`src/rtl/latency_stats_if.sv`:
```
// Strobe, clear and statistics bundle for the loopback latency statistics block.
// The master drives strobes and clear; the slave (the stats block) drives the statistics.
interface latency_stats_if #(
    parameter int LAT_W = 6,
    parameter int CNT_W = 16
);
    logic                   i_first_byte_sent;
    logic                   i_sync_byte_received;
    logic [LAT_W-1:0]       i_latency;
    logic                   i_clear;
    logic [LAT_W-1:0]       o_last;
    logic [LAT_W-1:0]       o_min;
    logic [LAT_W-1:0]       o_max;
    logic [LAT_W+CNT_W-1:0] o_sum;
    logic [CNT_W-1:0]       o_count;
    logic [CNT_W-1:0]       o_timeouts;
    logic                   o_sample_valid;
    logic                   o_saturated;

    modport master (
        output i_first_byte_sent,
        output i_sync_byte_received,
        output i_latency,
        output i_clear,
        input  o_last,
        input  o_min,
        input  o_max,
        input  o_sum,
        input  o_count,
        input  o_timeouts,
        input  o_sample_valid,
        input  o_saturated
    );

    modport slave (
        input  i_first_byte_sent,
        input  i_sync_byte_received,
        input  i_latency,
        input  i_clear,
        output o_last,
        output o_min,
        output o_max,
        output o_sum,
        output o_count,
        output o_timeouts,
        output o_sample_valid,
        output o_saturated
    );
endinterface

```
`src/rtl/latency_stats.sv`:
```
// Loopback first-byte latency statistics: follows send/sync strobes, samples the
// frozen latency one cycle after sync and keeps min/max/sum/count plus timeouts.
module latency_stats #(
    parameter int LAT_W       = 6,
    parameter int CNT_W       = 16,
    parameter int TIMEOUT_CYC = 63
) (
    input  logic             i_tx_clk,
    input  logic             i_rst_n,
    latency_stats_if.slave   bus
);
    localparam int SUM_W = LAT_W + CNT_W;
    localparam logic [LAT_W-1:0] TMO_LIM = LAT_W'(TIMEOUT_CYC);
    localparam logic [LAT_W-1:0] T_ONE   = LAT_W'(1);

    typedef enum logic [1:0] {
        IDLE,
        ARMED,
        CAPTURE
    } state_t;

    state_t           state_q;
    state_t           state_d;
    logic [LAT_W-1:0] timer_q;
    logic [LAT_W-1:0] timer_d;
    logic             take;
    logic             tmo_hit;

    logic [LAT_W-1:0] last_q;
    logic [LAT_W-1:0] min_q;
    logic [LAT_W-1:0] max_q;
    logic [SUM_W-1:0] sum_q;
    logic [CNT_W-1:0] cnt_q;
    logic [CNT_W-1:0] tmo_q;
    logic             vld_q;
    logic             sat;

    assign sat = &cnt_q;

    // Measurement state and armed-cycle timer registers.
    always_ff @(posedge i_tx_clk or negedge i_rst_n) begin
        if (!i_rst_n) begin
            state_q <= IDLE;
            timer_q <= '0;
        end else begin
            state_q <= state_d;
            timer_q <= timer_d;
        end
    end

    // Next state: a send always (re)arms, sync stops, timer expiry abandons.
    always_comb begin
        state_d = state_q;
        timer_d = timer_q;
        take    = 1'b0;
        tmo_hit = 1'b0;
        if (bus.i_clear) begin
            state_d = IDLE;
            timer_d = '0;
        end else begin
            unique case (state_q)
                IDLE: begin
                    if (bus.i_first_byte_sent) begin
                        state_d = ARMED;
                        timer_d = T_ONE;
                    end
                end
                ARMED: begin
                    if (bus.i_first_byte_sent) begin
                        timer_d = T_ONE;
                    end else if (bus.i_sync_byte_received) begin
                        state_d = CAPTURE;
                    end else if (timer_q == TMO_LIM) begin
                        state_d = IDLE;
                        timer_d = '0;
                        tmo_hit = 1'b1;
                    end else begin
                        timer_d = timer_q + T_ONE;
                    end
                end
                CAPTURE: begin
                    take = 1'b1;
                    if (bus.i_first_byte_sent) begin
                        state_d = ARMED;
                        timer_d = T_ONE;
                    end else begin
                        state_d = IDLE;
                        timer_d = '0;
                    end
                end
                default: begin
                    state_d = IDLE;
                    timer_d = '0;
                end
            endcase
        end
    end

    // Statistics accumulate on each capture until the sample count saturates.
    always_ff @(posedge i_tx_clk or negedge i_rst_n) begin
        if (!i_rst_n) begin
            last_q <= '0;
            min_q  <= '1;
            max_q  <= '0;
            sum_q  <= '0;
            cnt_q  <= '0;
            tmo_q  <= '0;
            vld_q  <= 1'b0;
        end else if (bus.i_clear) begin
            last_q <= '0;
            min_q  <= '1;
            max_q  <= '0;
            sum_q  <= '0;
            cnt_q  <= '0;
            tmo_q  <= '0;
            vld_q  <= 1'b0;
        end else begin
            vld_q <= 1'b0;
            if (take && !sat) begin
                last_q <= bus.i_latency;
                if (bus.i_latency < min_q) begin
                    min_q <= bus.i_latency;
                end
                if (bus.i_latency > max_q) begin
                    max_q <= bus.i_latency;
                end
                sum_q <= sum_q + SUM_W'(bus.i_latency);
                cnt_q <= cnt_q + CNT_W'(1);
                vld_q <= 1'b1;
            end
            if (tmo_hit && !(&tmo_q)) begin
                tmo_q <= tmo_q + CNT_W'(1);
            end
        end
    end

    assign bus.o_last         = last_q;
    assign bus.o_min          = min_q;
    assign bus.o_max          = max_q;
    assign bus.o_sum          = sum_q;
    assign bus.o_count        = cnt_q;
    assign bus.o_timeouts     = tmo_q;
    assign bus.o_sample_valid = vld_q;
    assign bus.o_saturated    = sat;
endmodule

```
`src/flat_wrapper.sv`:
```
// flat-port wrapper written by rule: the top's interface ports become plain ports
module latency_stats_flat 
#(
    parameter int LAT_W       = 6,
    parameter int CNT_W       = 16,
    parameter int TIMEOUT_CYC = 63
)
  (i_tx_clk, i_rst_n, bus_i_first_byte_sent, bus_i_sync_byte_received, bus_i_latency, bus_i_clear, bus_o_last, bus_o_min, bus_o_max, bus_o_sum, bus_o_count, bus_o_timeouts, bus_o_sample_valid, bus_o_saturated);
  latency_stats_if #(.LAT_W(LAT_W), .CNT_W(CNT_W)) bus_i ();
  input  logic i_tx_clk;
  input  logic i_rst_n;
  input wire logic [$bits(bus_i.i_first_byte_sent)-1:0] bus_i_first_byte_sent;
  input wire logic [$bits(bus_i.i_sync_byte_received)-1:0] bus_i_sync_byte_received;
  input wire logic [$bits(bus_i.i_latency)-1:0] bus_i_latency;
  input wire logic [$bits(bus_i.i_clear)-1:0] bus_i_clear;
  output wire logic [$bits(bus_i.o_last)-1:0] bus_o_last;
  output wire logic [$bits(bus_i.o_min)-1:0] bus_o_min;
  output wire logic [$bits(bus_i.o_max)-1:0] bus_o_max;
  output wire logic [$bits(bus_i.o_sum)-1:0] bus_o_sum;
  output wire logic [$bits(bus_i.o_count)-1:0] bus_o_count;
  output wire logic [$bits(bus_i.o_timeouts)-1:0] bus_o_timeouts;
  output wire logic [$bits(bus_i.o_sample_valid)-1:0] bus_o_sample_valid;
  output wire logic [$bits(bus_i.o_saturated)-1:0] bus_o_saturated;
  assign bus_i.i_first_byte_sent = bus_i_first_byte_sent;
  assign bus_i.i_sync_byte_received = bus_i_sync_byte_received;
  assign bus_i.i_latency = bus_i_latency;
  assign bus_i.i_clear = bus_i_clear;
  assign bus_o_last = bus_i.o_last;
  assign bus_o_min = bus_i.o_min;
  assign bus_o_max = bus_i.o_max;
  assign bus_o_sum = bus_i.o_sum;
  assign bus_o_count = bus_i.o_count;
  assign bus_o_timeouts = bus_i.o_timeouts;
  assign bus_o_sample_valid = bus_i.o_sample_valid;
  assign bus_o_saturated = bus_i.o_saturated;
  latency_stats #(.LAT_W(LAT_W), .CNT_W(CNT_W), .TIMEOUT_CYC(TIMEOUT_CYC)) u_core (.i_tx_clk(i_tx_clk), .i_rst_n(i_rst_n), .bus(bus_i));
endmodule
```
`config.mk`:
```
export PLATFORM = sky130hd
export DESIGN_NAME = latency_stats_flat
export DESIGN_NICKNAME = d
export VERILOG_FILES = /design/src/rtl/latency_stats_if.sv /design/src/rtl/latency_stats.sv /design/src/flat_wrapper.sv
export SDC_FILE = /design/constraint.sdc
export NUM_CORES = 1
export LEC_CHECK = 0
export BUFFER_PORTS_ARGS = -buffer_cell sky130_fd_sc_hd__buf_2
export CAP_MARGIN = 20
export CORE_MARGIN = 5
export CORE_UTILIZATION = 40
export CTS_BUF_LIST = sky130_fd_sc_hd__clkbuf_8
export CTS_CLUSTER_SIZE = 24
export DETAILED_ROUTE_END_ITERATION = 6
export PLACE_DENSITY = 0.61
export SLEW_MARGIN = 10
export SYNTH_ARGS = -nofsm -noshare
export SYNTH_HDL_FRONTEND = slang
export SYNTH_SLANG_ARGS = --single-unit
```
`constraint.sdc`:
```
create_clock -name i_tx_clk -period 2.4 [get_ports i_tx_clk]
set_input_delay 0.48 -clock i_tx_clk [delete_from_list [all_inputs] [get_ports i_tx_clk]]
set_output_delay 0.48 -clock i_tx_clk [all_outputs]
set_load 0.02 [all_outputs]
```
==> impl_metrics.ini <==
[die]
rows = 38
fp.dieH_um = 115.6
ioPinCount = 85
die_area_um2 = 13360
floorplan.initialDensity_pct = 40.96
core_um2 = 10890
dieWidth_um = 115.6

[timing]
setup_ws_ns = -0.02260
finalCriticalPeriod_ns = 2.423
worstMarginPinSlew_ns = 0.6284
fin_crit_sh_pct = 100.9
fmax_mhz = 412.8
drv_slew = 0
relSlewSlack_pct = 58.11
hold_slack_ns = 0.07127
finalSetupViolCount = 3
rsz0062_at_grt = true
clock_skew_ns = 0.008619
finalHoldViolations = 0

[worst_setup_path]
critPathArrivalTime_ns = 2.72
cp_top_family = simple AND/OR/NAND/NOR gates
cpMaxStageDelayCell = or4_4
start_kind = flop
max_stage_delay_ns = 0.50
critical_path.max_fanout = 5
endpoint_kind = flop
path_cells = or4b_4, or4_4, or3_4, or4_4, a21oi_2
critical_path_class = flop to flop
cp.required_ns = 2.70
path_common_cell = or4_4
crit_buf_inv = 0

[synthesis]
yosysWarnings = 0
synthDistinctLibCells = 60
syn-cell-area_um2 = 4459
synth-seq-cells = 81
async_reset_ff_share_pct = 100.0
syn_inst = 475
synthFlopType = dfrtp_1
synth_edf_count = 0
avgSynthCellArea_um2 = 9.388
ys_seq_area_share_pct = 45.62
synth_nets = 507

[power]
vdd_ir_drop_max_mv = 0.2881
p_leak_nw = 2.555
power_density_nw_per_um2 = 464.9

[routing]
drtPass1Iterations = 4
drc = 0
wl_per_cell_um = 15.73
viasPerCell = 5.565
vias = 4085
first_iter_violations = 192
routed_wl_mm = 11.55
ant_nets = 0

[place]
dp_slack_ns = -0.2578
dp.cells = 713
gp_congestion = 0.7816
dp_hpwl_mm = 8.186
port_buffers = 84

[cells_and_area]
regArea_um2 = 2034
drive_above_1_share_pct = 27.27
antenna_cells = 0
layout.nets = 621
areaGrowthSynthToFinish_pct = 23.77
stdcell_count = 734
n_fill_cell = 1048
final_cell_mix = buf_2 (83), dfrtp_1 (75), buf_4 (41)
final_util_pct = 50.69
layout_commonest_cell = buf_2
multiInputGateArea_um2 = 2280

[grt]
busiest_layer = met2
first_global_vias = 3910
grt_first_pass_wirelength_mm = 19.14
globalRouteMet1Util_pct = 24.32
use_met2_pct = 28.90
grt_util_all_layers_pct = 17.90
grt_util_met3_pct = 2.768
grt_max_degree = 59
overflow = 0
antenna_found_initial = 0

[clock_network]
htree_levels = 3
clk_pin_slew_ns = 0.09
root_buffer = clkbuf_8
clock_sinks = 81
cts-buffers-inserted = 9
cts_max_path_buffers = 2
cts_tree = done
clk_latency_ns = 0.37

[outcome]
violations = setup timing
status = finished, violations left

[flow_run]
max_cap_violations = 0

[hold_path]
hold_path_class = primary input to asynchronous set/reset pin
-- synth_stat cells, types with 3 or more instances --
library cell	n	area, µm²
nor4_1	5	31.28
xor2_1	15	131.4
o41ai_1	4	35.03
and2_1	4	25.02
mux2i_1	3	30.03
or3_1	5	31.28
nand4_1	12	75.07
ha_1	20	250.2
clkbuf_1	20	75.07
and4_1	4	35.03
o211ai_1	10	75.07
xnor2_1	6	52.55
or4_1	19	142.6
nand2_1	39	146.4
nor2_1	35	131.4
nor3_1	5	25.02
a211oi_1	3	22.52
dfrtp_1	75	1877
o2111ai_1	3	26.28
a21oi_1	35	175.2
o21a_1	3	22.52
o31ai_1	22	165.2
nand3_1	35	175.2
inv_1	23	86.33
dfstp_2	6	157.7
o21ai_0	22	110.1
-- metal layers --
metal  up-vias  routed length, µm
met2        99               5479
met1      1974               5339
met5         -                  0
met4         0                161
met3        14                567
li1       1998                  -
-- layout make-up --
cell class,instances,share of cell area (%)
Multi-Input combinational cell,348,41.31
Sequential cell,81,36.86
Timing Repair Buffer,125,13.47
Tap cell,140,3.174
Clock buffer,10,2.494
Inverter,24,1.632
Clock inverter,6,1.066
-- cell families after synthesis --
kind of cell	share of synthesized area, %
AO/OA/AOI/OAI	17.71
XOR/XNOR	4.125
adder cells (fa/ha/maj)	6.061
buffers and inverters	4.152
flip-flops	45.62
multiplexers	0.9259
AND/OR/NAND/NOR	21.41
-- stage by stage --
stage	TNS (ns)	total power (W)	cell area [µm²]
6_report	-0.03023	0.002566	5519
5_1_grt	-0.2219	0.002671	5519
4_1_cts	-0.0001457	0.002598	5464
3_5_place_dp	-2.444	0.001575	5260
3_3_place_gp	-1.840	0.001571	5260
2_1_floorplan	-1.174	0.001483	4469
-- path summary, 6_finish.rpt --
| check | startpoint | to | slack [ns] | cells after the start |
|---|---|---|---|---|
| max reg2reg | u_core.state_q[1]$_DFFE_PN0P_ | u_core.bus.o_timeouts[9]$_DFFE_PN0P_ | -0.02 | 5 |
| min in group i_tx_clk | bus_i_sync_byte_received | u_core.state_q[1]$_DFFE_PN0P_ | 0.36 | 3 |
| min | i_rst_n | u_core.bus.o_last[0]$_DFFE_PN0P_ | 0.07 | 1 |
| max | u_core.state_q[1]$_DFFE_PN0P_ | u_core.bus.o_timeouts[9]$_DFFE_PN0P_ | -0.02 | 5 |
| max in group asynchronous | i_rst_n | u_core.bus.o_min[5]$_DFFE_PN1P_ | 1.68 | 2 |
| min reg2reg | u_core.bus.o_last[1]$_DFFE_PN0P_ | u_core.bus.o_last[1]$_DFFE_PN0P_ | 0.53 | 2 |
-- power breakdown --
| group | switching [W] | internal [W] |
|---|---|---|
| registers | 0.00000531 | 0.00137 |
| logic | 0.000114 | 0.0000561 |
| clock network | 0.000517 | 0.000502 |
-- state kept, by name (all words and copies together), names as in the netlist --
signal and flops:
u_core.bus.o_max 6, u_core.timer_q 6, u_core.state_q 2, u_core.bus.o_count 16, u_core.bus.o_last 6, u_core.bus.o_min 6
u_core.bus.o_timeouts 16, u_core.bus.o_sum 22, u_core.bus.o_sample_valid 1
-- repair_timing --
action | in CTS | in global routing
pin swaps | 0 | 1
gates cloned | 0 | 1
buffers inserted | 1 | 3
hold buffers | 0 | 0
setup endpoints to repair | 3 | 14
resized for setup | 0 | 9
(Power assumes the default switching activity.)
